## src/rtl/alu_flags_reg.sv

```systemverilog
// Flag stage behind the ALU: derives carry/zero/overflow from the operands,
// latches them on fi, gates the sum onto the bus and resolves conditional jumps.
module alu_flags_reg #(
    parameter int WIDTH   = 8,
    parameter bit HAS_OVF = 1'b1
) (
    input  logic             clk,
    input  logic             rst_n,
    input  logic [WIDTH-1:0] a,
    input  logic [WIDTH-1:0] b,
    input  logic             sub,
    input  logic [WIDTH-1:0] alu_out,
    input  logic             eo,
    input  logic             fi,
    input  logic             jc_req,
    input  logic             jz_req,
    input  logic             jv_req,
    output logic [WIDTH-1:0] bus_out,
    output logic             bus_oe,
    output logic             flag_c,
    output logic             flag_z,
    output logic             flag_v,
    output logic             flags_valid,
    output logic             jump_taken,
    output logic             alu_mismatch
);

    logic [WIDTH-1:0] bx;
    logic [WIDTH:0]   s9;
    logic             c_n, z_n, v_n, mis_n;

    // Flags come from our own sum so a faulty ALU shows up as a mismatch
    // rather than as corrupted flags.
    always_comb begin
        bx    = b ^ {WIDTH{sub}};
        s9    = {1'b0, a} + {1'b0, bx} + {{WIDTH{1'b0}}, sub};
        c_n   = s9[WIDTH];
        z_n   = (s9[WIDTH-1:0] == '0);
        v_n   = HAS_OVF && (a[WIDTH-1] == bx[WIDTH-1]) && (s9[WIDTH-1] != a[WIDTH-1]);
        mis_n = (alu_out != s9[WIDTH-1:0]);
    end

    logic c_q, z_q, v_q, valid_q, mis_q;
    logic c_d, z_d, v_d, valid_d, mis_d;

    always_comb begin
        c_d     = c_q;
        z_d     = z_q;
        v_d     = v_q;
        valid_d = valid_q;
        mis_d   = mis_q;
        if (fi) begin
            c_d     = c_n;
            z_d     = z_n;
            v_d     = v_n;
            valid_d = 1'b1;
            mis_d   = mis_n;
        end
    end

    always_ff @(posedge clk or negedge rst_n) begin
        if (!rst_n) begin
            c_q     <= 1'b0;
            z_q     <= 1'b0;
            v_q     <= 1'b0;
            valid_q <= 1'b0;
            mis_q   <= 1'b0;
        end else begin
            c_q     <= c_d;
            z_q     <= z_d;
            v_q     <= v_d;
            valid_q <= valid_d;
            mis_q   <= mis_d;
        end
    end

    assign bus_out      = eo ? alu_out : '0;
    assign bus_oe       = eo;
    assign flag_c       = c_q;
    assign flag_z       = z_q;
    assign flag_v       = v_q;
    assign flags_valid  = valid_q;
    assign alu_mismatch = mis_q;
    // Decision is on the registered flags, so a same-cycle fi cannot affect it.
    assign jump_taken   = valid_q & ((jc_req & c_q) | (jz_req & z_q) | (jv_req & v_q));

endmodule

```

## config.mk

```make
export PLATFORM = sky130hd
export DESIGN_NAME = alu_flags_reg
export DESIGN_NICKNAME = d
export VERILOG_FILES = /design/src/rtl/alu_flags_reg.sv
export SDC_FILE = /design/constraint.sdc
export NUM_CORES = 1
export LEC_CHECK = 0
export ABC_AREA = 1
export BUFFER_PORTS_ARGS = -buffer_cell sky130_fd_sc_hd__buf_2
export CORE_ASPECT_RATIO = 0.7
export CORE_MARGIN = 5
export CORE_UTILIZATION = 50
export CTS_CLUSTER_SIZE = 20
export DETAILED_ROUTE_END_ITERATION = 6
export PLACE_DENSITY = 0.86
export SYNTH_ARGS = -nofsm -noshare
export SYNTH_HDL_FRONTEND = slang
export SYNTH_SLANG_ARGS = --single-unit
```

## constraint.sdc

```tcl
create_clock -name clk -period 2 [get_ports clk]
set_input_delay 0.1 -clock clk [delete_from_list [all_inputs] [get_ports clk]]
set_output_delay 0.1 -clock clk [all_outputs]
set_load 0.01 [all_outputs]
```

# Yosys cells after proc, flatten, opt, wreduce, memory -nomap -nowiden
# Index checks and enable logic that the tools add are counted.
[totals]
reg_bits = 5
latch_bits = 0
ramBits = 0
romBits = 0
output_inout_bits = 15
elab_cells = 20
memories = 0
[classes]
add_sub_neg = 2
n_mul = 0
n_div = 0
order_cmp = 0
eq_ne = 3
n_shift = 0
mux = 1
n_bitwise = 7
reduce_logical = 2
[op_table]
columns = ["cell", "count"]
rows = [
  ["adder 8 x 8 -> 9 bit", 1],
  ["adder 9 x 1 -> 9 bit", 1],
  ["zero test 8 bit", 1],
  ["2-to-1 mux 8 bit", 1],
  ["inequality test 8 bit", 1],
  ["XOR 8 bit", 1],
  ["AND 1 bit", 4],
  ["bitwise OR 1 bit", 2],
  ["equality test 1 bit", 1],
  ["logical AND 1 bit", 1],
  ["inequality test 1 bit", 1],
]

# Depth between registers and ports, before layout
[logic_depth]
depth_word = 5
mapped_depth = 15
ltp_nobuf = 15

# Worst setup path before layout
# No wires, ideal clock.
[synth_timing]
path_kind = "input port to flip-flop"
startpoint = "input sub"
endpoint = "register mis_q (netlist: alu_mismatch)"
setup_time_ns = 0.117
arrival_time_ns = 1.570
required_time_ns = 1.883
slack_ns = 0.313
path_stages = 14
n_path_buf = 1
cell_sequence = "buf_6 xor2_1 fa_1 inv_1 nand2_1 nand2_1 nor2_1 nand3_1 nor2_1 nand2_1 nor2_1 nand3_1 nor2_1 nor2_1"
[synth_via]
elab_chain_cells = 4
[synth_rtl]
columns = ["element", "line", "rtl"]
rows = [
  ["from (decl)", "11", "input logic sub,"],
  ["XOR 8 bit", "35", "bx = b ^ {WIDTH{sub}};"],
  ["adder 8 x 8 -> 9 bit", "36", "s9 = {1'b0, a} + {1'b0, bx} + {{WIDTH{1'b0}}, sub};"],
  ["adder 9 x 1 -> 9 bit *", "36", ""],
  ["inequality test 8 bit *", "40", "mis_n = (alu_out != s9[WIDTH-1:0]);"],
  ["to (signal assigned)", "73", "mis_q <= mis_d;"],
  ["to (decl)", "43", "logic c_q, z_q, v_q, valid_q, mis_q;"],
]
# Mark *: on every way between the ends. The rest lies on a longest branch, timed or not.
# A chain may end at the register's enable or synchronous reset.

# Final worst setup path
# Ends and elaborated chain as after synthesis.

==> run_results.csv <==
group,metric,value,unit
run_status,status,"completed",
sta,max_clock_freq,578.7,MHz
drt,routedWlPerCell,10.62,um
drt,antenna_violating_nets_post_route,0,
cts,cts.repair.resized,0,
logic_synthesis,yosys_reg_bits,5,
cts,max-clock-path-buffers,2,
pwr,vdd_drop_max,0.3832,mV
sta,worst_pin_slew,0.2573,ns
logic_synthesis,syn_area_per_cell,5.929,um^2
sta,unrepaired_setup_endpoints_after_global_routing,"no",
cts,cts_root_buf,"clkbuf_4",
job,max_cap_viol_count,0,
cts,htreeDepth,1,
pwr,sw_frac_of_total,0.4603,
sta,report.final.slew_viol_count,0,
drt,drt-initial-drc-count,30,
grt,first_global_vias,997,
worst_setup_path,critPathRequiredTime,2.14,ns
cts,numCtsBuffers,3,
finish,final_layout_size_suffix_gt1_frac,0.3000,
worst_setup_path,cp_data_arrival_time,1.87,ns
finish,fill_cells,178,
worst_setup_path,crit_path_max_fanout,8,
sta,finalSetupViolCount,0,
grt,grt_max_degree,10,
drt,wl,2571,um
grt,grt_pass1_wl,4360,um
floorplan,std_cell_rows,13,
pwr,power_share_of_the_sequential_group,0.177,
worst_setup_path,worstRegToRegCells,1,
cts,tritoncts,"done",
cts,cts_hold_repair.buffers,1,
logic_synthesis,syn-num-nets,213,
pwr,p_total,646.0,uW
pwr,p_comb_frac,0.625,
pwr,cell_area_power_density,500.3,nW/um^2
placed_design,gp_congestion,0.8671,
pwr,cell_internal_pwr,348.7,uW
sta,fin_crit,1.728,ns
finish,final_nets,262,
worst_setup_path,path_class,"primary input to flip-flop",
finish,final_cell_mix,"nand2_1, buf_2, inv_1",
worst_setup_path,end_kind,"flip-flop",
drt,drt-vias-per-instance,4.831,
floorplan,fp.coreArea,1903,um^2
floorplan,floorplan.die_area,3057,um^2
floorplan,chipHeight,47.79,um
sta,timing.setup.tns,0,ns
finish,register_area,125.1,um^2
pwr,cellLeakagePower,0.0008281,uW
sta,whs,0.1475,ns
hold_path,min_path_cells,2,
drt,first_pass_iters,4,
logic_synthesis,synthesized_netlist_cell_count,172,
hold_path,hold_path_class,"primary input to flip-flop",
logic_synthesis,seq_area_frac_synth,0.1227,
finish,n_antenna_cell,0,
pwr,clkPwrFrac,0.198,
cts,tritoncts_num_sinks,5,
placed_design,hpwl,2250,um
worst_setup_path,critical_path.startpoint_type,"primary input",
sta,relSlewSlack,0.8269,
logic_synthesis,synth.lib_cells_used.distinct,27,
floorplan,io_pins,47,
cts,clock_latency,0.25,ns
floorplan,start_util,0.5358,
logic_synthesis,post_synth_instance_area,1020,um^2
sta,timing.final.crit_share,0.8639,
finish,syn_to_final_growth,26.63,%
cts,cts.repair_timing.setup_buffer_count,0,
logic_synthesis,yosysWarnings,0,
placed_design,buffer_ports.inserted,46,
cts,clock_slew_at_the_register_clock_pins_of_the_worst_setup_and_hold_paths,0.04,ns
sta,finalClockSkew,0,ns
drt,dr_total_vias,1169,
drt,drc,0,
sta,report.final.hold_viol_count,0,
floorplan,die_w,63.98,um
grt,grtUsageTotal,0.1816,
grt,initial_antenna_violation_count,0,
grt,overflow,0,
pwr,switching_power,297.4,uW
finish,layout_commonest_cell,"nand2_1",
finish,multiInputGateArea,759.5,um^2
-- power by group through the flow --
stage / Combinational (uW) / Clock [uW] / Sequential (uW)
6_report: 404 / 128 / 114
2_1_floorplan: 292 / 0 / 119
5_1_grt: 466 / 138 / 115
4_1_cts: 405 / 134 / 114
3_5_place_dp: 402 / 0 / 116
3_3_place_gp: 396 / 0 / 116
-- layer usage --
layer / GRT usage / share of wire / routed length (um) / vias to the layer above
li1: - / - / - / 630
met3: 0.03991 / 0.079 / 203 / 2
met5: 0 / 0 / 0 / -
met4: 0.04979 / 0.0066 / 17 / 0
met1: 0.2465 / 0.47 / 1204 / 495
met2: 0.2966 / 0.45 / 1147 / 42
-- flip-flops by register name, summed over array words and instances (netlist names) --
register / count
alu_mismatch: 1
flag_c: 1
flag_v: 1
flag_z: 1
flags_valid: 1
-- cell families (layout without fill, tap and decap cells) --
| group | count (synthesis) | count (layout) | share of synthesized area |
|---|---|---|---|
| compound gates | 8 | 8 | 0.05031 |
| xor+xnor | 11 | 11 | 0.09449 |
| fa+ha+maj | 9 | 9 | 0.1178 |
| buf+inv | 33 | 81 | 0.1325 |
| flops | 5 | 5 | 0.1227 |
| simple gates | 106 | 106 | 0.4822 |
-- critical path: stages --
cell,delay [ns]
buf_2,0.24
xor2_1,0.27
fa_1,0.48
inv_1,0.08
nor2_1,0.04
nor2_1,0.11
nand3_1,0.09
nor2_1,0.10
nand2_1,0.06
nor2_1,0.09
nand3_1,0.07
nor2_1,0.09
nor2_1,0.04
-- final cells by class --
| type | instances | area share |
|---|---|---|
| clock buffer | 4 | 0.02035 |
| tap | 22 | 0.02132 |
| sequential | 5 | 0.09690 |
| inverter | 30 | 0.08721 |
| timing repair buffer | 47 | 0.1860 |
| multi-input combinational | 134 | 0.5882 |
-- Yosys cell counts, drive strengths merged --
master   n  area share
xor2     9       0.077
dfrtp    5        0.12
nand2   63        0.26
or2      1      0.0061
o21ai    1      0.0049
clkbuf   1      0.0037
xnor2    2       0.017
nand3   22        0.12
fa       1       0.020
inv     30        0.11
nor2    16       0.071
o21a     1      0.0074
buf      2       0.018
nor4     1      0.0061
nand4    2       0.012
a22oi    1      0.0074
ha       8       0.098
nand3b   1      0.0074
a21oi    4       0.023
a21o     1      0.0074
-- per-stage QoR --
step	std cells	worst slack (ns)	utilization	area [um^2]
floorplan	172	0.3132	-	1020
global placement	237	0.1279	0.6594	1255
detailed placement	237	0.009139	0.6594	1255
CTS	242	0.2738	0.6785	1291
global route	242	0.02670	0.6785	1291
finish	242	0.2721	0.6785	1291
-- final timing paths --
path	slack [ns]	end	startpoint
max in group asynchronous	1.65	flags_valid	rst_n
worst max-delay path	0.27	alu_mismatch	sub
worst min register to register	0.50	alu_mismatch	alu_mismatch
worst max register to register	1.20	flags_valid	flags_valid
min in group asynchronous	0.20	flag_v	rst_n
worst min-delay path	0.15	flags_valid	fi
(Power assumes the default switching activity.)
